===== config.mk =====
export PLATFORM = sky130hd
export DESIGN_NAME = add_pipe
export DESIGN_NICKNAME = d
export VERILOG_FILES = /design/src/rtl/add_pipe.sv
export SDC_FILE = /design/constraint.sdc
export NUM_CORES = 2
export LEC_CHECK = 0
export ABC_AREA = 1
export CORE_UTILIZATION = 63
export CTS_CLUSTER_SIZE = 20
export DETAILED_ROUTE_END_ITERATION = 8
export PLACE_DENSITY = 0.81
export SYNTH_ARGS = -nofsm -noshare
export SYNTH_HDL_FRONTEND = slang
export SYNTH_SLANG_ARGS = --single-unit

===== constraint.sdc =====
create_clock -name clk -period 3.05 [get_ports clk]
set_input_delay 0.61 -clock clk [delete_from_list [all_inputs] [get_ports clk]]
set_output_delay 0.61 -clock clk [all_outputs]
set_load 0.05 [all_outputs]

===== src/rtl/add_pipe.sv =====
// add_pipe: LANES-wide pipelined fixed-point adder / butterfly with saturation.
//   Each lane computes out0 = sat(in0 + t) and out1 = sat(in0 - t).
//   t is round(in1*u >> FRAC_WIDTH) when Bf=1, otherwise t is in1.
//   s_add=0 bypasses the lane: out0=in0, out1=in1, ovf=0.
// Ports:
//   clk, rst (async, active-low)
//   in_valid/in_ready  : input beat handshake (s_add, in0, in1, u)
//   out_valid/out_ready: output beat handshake (out0, out1, ovf)
//   cnt_clr            : synchronous clear of sat_cnt
//   sat_cnt            : saturating count of delivered beats with any ovf bit
// Three register stages, stall-all on backpressure (no bubble collapsing).

module add_pipe_lane #(
  parameter int BF = 1,
  parameter int W  = 16,
  parameter int F  = 8
) (
  input  logic         clk,
  input  logic         rst,
  input  logic         ld1,
  input  logic         ld2,
  input  logic         ld3,
  input  logic         s_add,
  input  logic [W-1:0] in0,
  input  logic [W-1:0] in1,
  input  logic [W-1:0] u,
  output logic [W-1:0] out0,
  output logic [W-1:0] out1,
  output logic         ovf
);
  logic [W-1:0] a1, b1, a2, b2;
  logic [W:0]   t;
  logic [W+1:0] sum_c, dif_c, sum2, dif2;
  logic [W:0]   sat_s, sat_d;

  // Returns {saturated, value}. A W+2 bit result fits in W bits iff its
  // top three bits agree.
  function automatic logic [W:0] sat(input logic [W+1:0] x);
    if (x[W+1:W-1] == 3'b000 || x[W+1:W-1] == 3'b111) return {1'b0, x[W-1:0]};
    else if (x[W+1])                                  return {2'b11, {(W-1){1'b0}}};
    else                                              return {2'b10, {(W-1){1'b1}}};
  endfunction

  always_ff @(posedge clk or negedge rst)
    if (!rst) begin
      a1 <= '0;
      b1 <= '0;
    end else if (ld1) begin
      a1 <= in0;
      b1 <= in1;
    end

  if (BF != 0) begin : g_bf
    localparam logic [2*W:0] HALF = {{(2*W){1'b0}}, 1'b1} << (F-1);
    logic signed [2*W-1:0] p1;
    logic signed [2*W:0]   rnd;

    // Operands sign-extended to 2W so the product is exact at 2W bits.
    always_ff @(posedge clk or negedge rst)
      if (!rst)     p1 <= '0;
      else if (ld1) p1 <= $signed({{W{in1[W-1]}}, in1}) * $signed({{W{u[W-1]}}, u});

    // Round half toward +inf, then keep only W+1 bits of the quotient.
    always_comb begin
      rnd = $signed({p1[2*W-1], p1} + HALF);
      t   = (W+1)'(rnd >>> F);
    end
  end else begin : g_nobf
    always_comb t = {b1[W-1], b1};
  end

  always_comb begin
    sum_c = {{2{a1[W-1]}}, a1} + {t[W], t};
    dif_c = {{2{a1[W-1]}}, a1} - {t[W], t};
    sat_s = sat(sum2);
    sat_d = sat(dif2);
  end

  always_ff @(posedge clk or negedge rst)
    if (!rst) begin
      a2   <= '0;
      b2   <= '0;
      sum2 <= '0;
      dif2 <= '0;
    end else if (ld2) begin
      a2   <= a1;
      b2   <= b1;
      sum2 <= sum_c;
      dif2 <= dif_c;
    end

  always_ff @(posedge clk or negedge rst)
    if (!rst) begin
      out0 <= '0;
      out1 <= '0;
      ovf  <= 1'b0;
    end else if (ld3) begin
      if (s_add) begin
        out0 <= sat_s[W-1:0];
        out1 <= sat_d[W-1:0];
        ovf  <= sat_s[W] | sat_d[W];
      end else begin
        out0 <= a2;
        out1 <= b2;
        ovf  <= 1'b0;
      end
    end
endmodule

module add_pipe #(
  parameter int Bf              = 1,
  parameter int FIX_POINT_WIDTH = 16,
  parameter int FRAC_WIDTH      = 8,
  parameter int LANES           = 2,
  parameter int CNT_WIDTH       = 16
) (
  input  logic                               clk,
  input  logic                               rst,
  input  logic                               in_valid,
  output logic                               in_ready,
  input  logic                               s_add,
  input  logic [LANES*FIX_POINT_WIDTH-1:0]   in0,
  input  logic [LANES*FIX_POINT_WIDTH-1:0]   in1,
  input  logic [FIX_POINT_WIDTH-1:0]         u,
  output logic                               out_valid,
  input  logic                               out_ready,
  output logic [LANES*FIX_POINT_WIDTH-1:0]   out0,
  output logic [LANES*FIX_POINT_WIDTH-1:0]   out1,
  output logic [LANES-1:0]                   ovf,
  input  logic                               cnt_clr,
  output logic [CNT_WIDTH-1:0]               sat_cnt
);
  localparam int W      = FIX_POINT_WIDTH;
  localparam int STAGES = 3;

  logic              en;
  logic [STAGES:1]   vld_q;
  logic [STAGES:0]   vld_pipe;
  logic [2:1]        sadd_q;

  // Whole pipe stalls together whenever a result is waiting for downstream.
  assign en        = !out_valid || out_ready;
  assign in_ready  = en;
  assign vld_pipe  = {vld_q, in_valid & en};
  assign out_valid = vld_pipe[STAGES];

  always_ff @(posedge clk or negedge rst)
    if (!rst)    vld_q <= '0;
    else if (en) vld_q <= vld_pipe[STAGES-1:0];

  // s_add travels with its beat; data regs load only for real beats so
  // bubbles never disturb held outputs.
  always_ff @(posedge clk or negedge rst)
    if (!rst) sadd_q <= '0;
    else begin
      if (vld_pipe[0])       sadd_q[1] <= s_add;
      if (en && vld_pipe[1]) sadd_q[2] <= sadd_q[1];
    end

  for (genvar i = 0; i < LANES; i++) begin : g_lane
    add_pipe_lane #(.BF(Bf), .W(W), .F(FRAC_WIDTH)) u_lane (
      .clk  (clk),
      .rst  (rst),
      .ld1  (vld_pipe[0]),
      .ld2  (en & vld_pipe[1]),
      .ld3  (en & vld_pipe[2]),
      .s_add(sadd_q[2]),
      .in0  (in0[i*W +: W]),
      .in1  (in1[i*W +: W]),
      .u    (u),
      .out0 (out0[i*W +: W]),
      .out1 (out1[i*W +: W]),
      .ovf  (ovf[i])
    );
  end

  always_ff @(posedge clk or negedge rst)
    if (!rst)         sat_cnt <= '0;
    else if (cnt_clr) sat_cnt <= '0;
    else if (out_valid && out_ready && (|ovf) && !(&sat_cnt))
      sat_cnt <= sat_cnt + 1'b1;
endmodule


==> results.toml, run 1 <==
[run_status]
status = "aborted with a tool error"
lastStage = "5_1_grt"
firstError = "[ERROR GRT-0232] Routing congestion too high. Check the congestion heatmap in the GUI."

[placed_design]
hpwlAfterDp_um = 75200
pre_cts_ws_ns = -3.09
gp_congestion = 0.987
port_buffers = 169

[clock_tree]
cts_made_buffers = 35
clock-sinks = 321
htreeDepth = 2
clockBufferDepth = 3
cts_root_buf = "clkbuf_16"

[synthesis]
synth-main-ff-cell = "dfrtp_1"
syn_inst = 4510
syn_nets = 5207
yosys-top-cells-count = "nand2_1 (1,200), inv_1 (1,039), fa_1 (398), dfrtp_1 (321), o21ai_0 (292)"
synth_top_area_share_pct = 23.6
syn-cell-area_um2 = 34000
syn_avg_cell_area_um2 = 7.53
synth_seq_area_share_pct = 23.6
synth-seq-cells = 321
synth_most_common_cell = "nand2_1"
synth_edf_count = 0
synth_cell_types = 49
async_flop_share_pct = 100
synth_area_leader_cell = "dfrtp_1"
ys_warn_count = 0
yosys-top-cells-area = "dfrtp_1 (24%), fa_1 (23%), nand2_1 (13%)"

[floorplan]
start_util_pct = 64.2
ioPinCount = 170
die_x_um = 234
num_rows = 84
die_h_um = 234

[global_route]
grt_max_degree = 101
grt_overflow = 57
gr-usage-all-layers_pct = 69.6

[sta]
worst_endpoint_kind = "register input"
grt_repair_worst_endpoint = "g_lane[0].u_lane.g_bf.p1[24]$_DFFE_PN0P_/D"
cells by family after synthesis:
group,share of synthesized area (%)
adders and majority gates,31.3
xor gates and xnor gates,1.49
DFF,23.6
and+or+nand+nor,20.4
AOI/OAI and AO/OA,9.36
buffers and inverters,13.8
per-stage QoR:
step / cells / hold slack (ns) / TNS (ns) / area (um2) / utilization [%]
floorplan: 4510 / 0.314 / -68.44 / 35400 / -
global placement: 5579 / 0.450 / -100.82 / 40100 / 75.7
detailed placement: 5579 / 0.453 / -104.11 / 40100 / 75.7
CTS: 5803 / 0.0502 / -65.44 / 44300 / 83.6
per-layer routing:
| metal | overflow | global-route usage [%] |
|---|---|---|
| met1 | 1 | 71.1 |
| met2 | 27 | 85.2 |
| met3 | 2 | 56.0 |
| met4 | 27 | 62.0 |
| met5 | 0 | 36.6 |
what timing repair did:
item,in CTS
cloned,18
hold buffers,0
buffers inserted,145
pin swaps,292
hold endpoints to repair,0
gates resized for setup,621
setup endpoints to repair,46
==> inputs of run 2 (changes only) <==
CORE_UTILIZATION = 40   (was 63)
CTS_CLUSTER_SIZE = not set   (was 20)
PLACE_DENSITY = not set   (was 0.81)
PLACE_DENSITY_LB_ADDON = 0.15   (was not set)
==> results.toml, run 2 <==
[run_status]
status = "finished, violations left"
violations = "negative setup slack"

[clock_tree]
cts_made_buffers = 37
cts_tree = "built"
path_clk_slew_ns = 0.06
ctsHoldBuffers = 0
clockBufferDepth = 3
clock_latency_ns = 0.57
cts_root_buf = "clkbuf_16"
clock-sinks = 321
htreeDepth = 2

[routing]
ant_nets = 0
drt-pass1-iter-count = 5
drc = 0
vias_per_cell = 4.90
wl_per_cell_um = 17.1
drtIter0Drc = 2133
totalWireLength_um = 109000
via_count = 31100

[floorplan]
ioPinCount = 170
die-area_um2 = 86100
start_util_pct = 40.5
die_h_um = 293
die_x_um = 293
num_rows = 106
design.core.area_um2 = 83800

[layout]
drive_gt1_share_pct = 30.0
antenna-diode-count = 0
nets = 5888
syn2layout_area_growth_pct = 41.7
layout_commonest_cell = "nand2_1"
layout_common_cells = "nand2_1 (1,022), inv_1 (850), buf_4 (452)"
instances_no_fill = 6353
fillers = 7621
final_area_um2 = 48100
reg_top3 = "g_lane.u_lane.dif2 (36), g_lane.u_lane.g_bf.p1 (36), g_lane.u_lane.sum2 (34)"

[synthesis]
yosys-top-cells-count = "nand2_1 (1,200), inv_1 (1,039), fa_1 (398), dfrtp_1 (321), o21ai_0 (292)"
synth_edf_count = 0
synth_top_area_share_pct = 23.6
synth-seq-cells = 321
synth_cell_types = 49
ys_warn_count = 0
syn-cell-area_um2 = 34000
async_flop_share_pct = 100
synth_seq_area_share_pct = 23.6
syn_nets = 5207
synth-main-ff-cell = "dfrtp_1"
syn_inst = 4510
synth_most_common_cell = "nand2_1"
synth_area_leader_cell = "dfrtp_1"
yosys-top-cells-area = "dfrtp_1 (24%), fa_1 (23%), nand2_1 (13%)"
syn_avg_cell_area_um2 = 7.53

[min_path]
hold_path_class = "primary input to asynchronous set/reset pin"

[setup_path]
cp-end-kind = "flop"
cp_cell_sequence = "buf_6, buf_12, clkinvlp_4, nand2_1, fa_2, inv_1, fa_1, fa_1, inv_1, fa_1, inv_1, fa_1, fa_1, ha_4, buf_4, buf_4, nand3_1, nand2_1, a21oi_2, nand3_4, inv_2, nand2_1, nand3_2, nand2_1"
critPathArrivalTime_ns = 5.55
path_max_fanout = 7
worst-setup-path-type = "primary input to flop"
required_ns = 3.50
critPathSlowestCell = "fa_1"
cp_common_cell = "fa_1"
cpPeakStageDelay_ns = 0.62
cp-start-kind = "primary input"

[global_route]
grt_max_degree = 71
grt_overflow = 0
grt_pass1_wl_um = 170000
gr-usage-all-layers_pct = 25.2
grt_pass1_vias = 31000
antenna_found_initial = 1

[sta]
setup_violations = 39
drv_slew = 0
slew_headroom_pct = 33.2
rsz0062_at_grt = "yes"
period_share_pct = 167
hold_viol_final = 0
setup_slack_ns = -2.05
clock_skew_ns = 0.0142
worst_pin_slew_ns = 1.00
finalCriticalPeriod_ns = 5.10
clock.fmax_mhz = 196

[placed_design]
hpwlAfterDp_um = 79500
dpl_cell_area_um2 = 41300
gp_congestion = 0.915
dp.cells = 6068
port_buffers = 169

[flow_run]
cap_violations = 0
[run 2: cell type report]
cell class	count	area, um2	share of cell area [%]
clock buffer	54	1130	2.35
clock inverter	13	133	0.276
inverter	1044	3980	8.27
multi-input combinational	2949	24800	51.5
sequential	321	8030	16.7
tap	1134	1420	2.95
timing repair buffer	838	8650	18.0
[run 2: worst paths after layout]
check | from | end | slack [ns] | depth (start not counted)
worst max-delay path | in1[22] | g_lane[1].u_lane.g_bf.p1[24] | -2.05 | 24
worst min-delay path | rst | g_lane[1].u_lane.out0[7] | 0.01 | 1
worst max register to register | g_lane[1].u_lane.g_bf.p1[8] | g_lane[1].u_lane.dif2[16] | -0.03 | 19
worst min register to register | g_lane[0].u_lane.b2[4] | g_lane[0].u_lane.b2[4] | 0.47 | 2
max in group asynchronous | rst | g_lane[0].u_lane.sum2[3] | 2.21 | 2
min in group clk | g_lane[0].u_lane.b2[4] | g_lane[0].u_lane.b2[4] | 0.47 | 2
[run 2: kinds of logic (layout without fill, tap and decap cells)]
family | count (synthesis) | after routing | synth area share, %
buffers and inverters | 1240 | 1949 | 13.8
flip-flops | 321 | 321 | 23.6
AO/OA/AOI/OAI | 591 | 591 | 9.36
AND/OR/NAND/NOR | 1689 | 1689 | 20.4
XOR/XNOR | 58 | 58 | 1.49
adder cells (fa/ha/maj) | 611 | 611 | 31.3
[run 2: what timing repair did]
item / in CTS / in global routing
gates cloned: 20 / 2
pin swaps: 256 / 405
setup endpoints to repair: 50 / 72
resized for setup: 562 / 688
buffers inserted: 134 / 82
[run 2: through the flow]
stage | TNS [ns] | setup WS [ns] | hold slack (ns) | utilization, %
floorplan | -68.44 | -2.28 | 0.314 | -
global placement | -101.90 | -3.06 | 0.448 | 49.2
detailed placement | -103.76 | -3.10 | 0.454 | 49.2
CTS | -67.48 | -2.09 | 0.0269 | 54.2
global route | -72.58 | -2.19 | 0.0475 | 57.4
finish | -64.86 | -2.05 | 0.0120 | 57.4
[run 2: worst max-delay path, delay by kind of cell]
kind | cells | cell delay [ns]
compound gates | 1 | 0.15
buf+inv | 9 | 0.92
fa+ha+maj | 7 | 3.34
simple gates | 7 | 0.50
[run 2: layer usage]
| layer | vias up | share of wire, % | track usage [%] |
|---|---|---|---|
| li1 | 15000 | - | - |
| met5 | - | 0 | 0 |
| met4 | 0 | 2.2 | 5.49 |
| met3 | 137 | 5.4 | 2.38 |
| met2 | 838 | 46 | 40.0 |
| met1 | 15200 | 47 | 37.3 |
Power of run 2 is left out: the tool's default activity adds up to more than one toggle a clock period on the data nets, which glitch-free logic cannot reach.
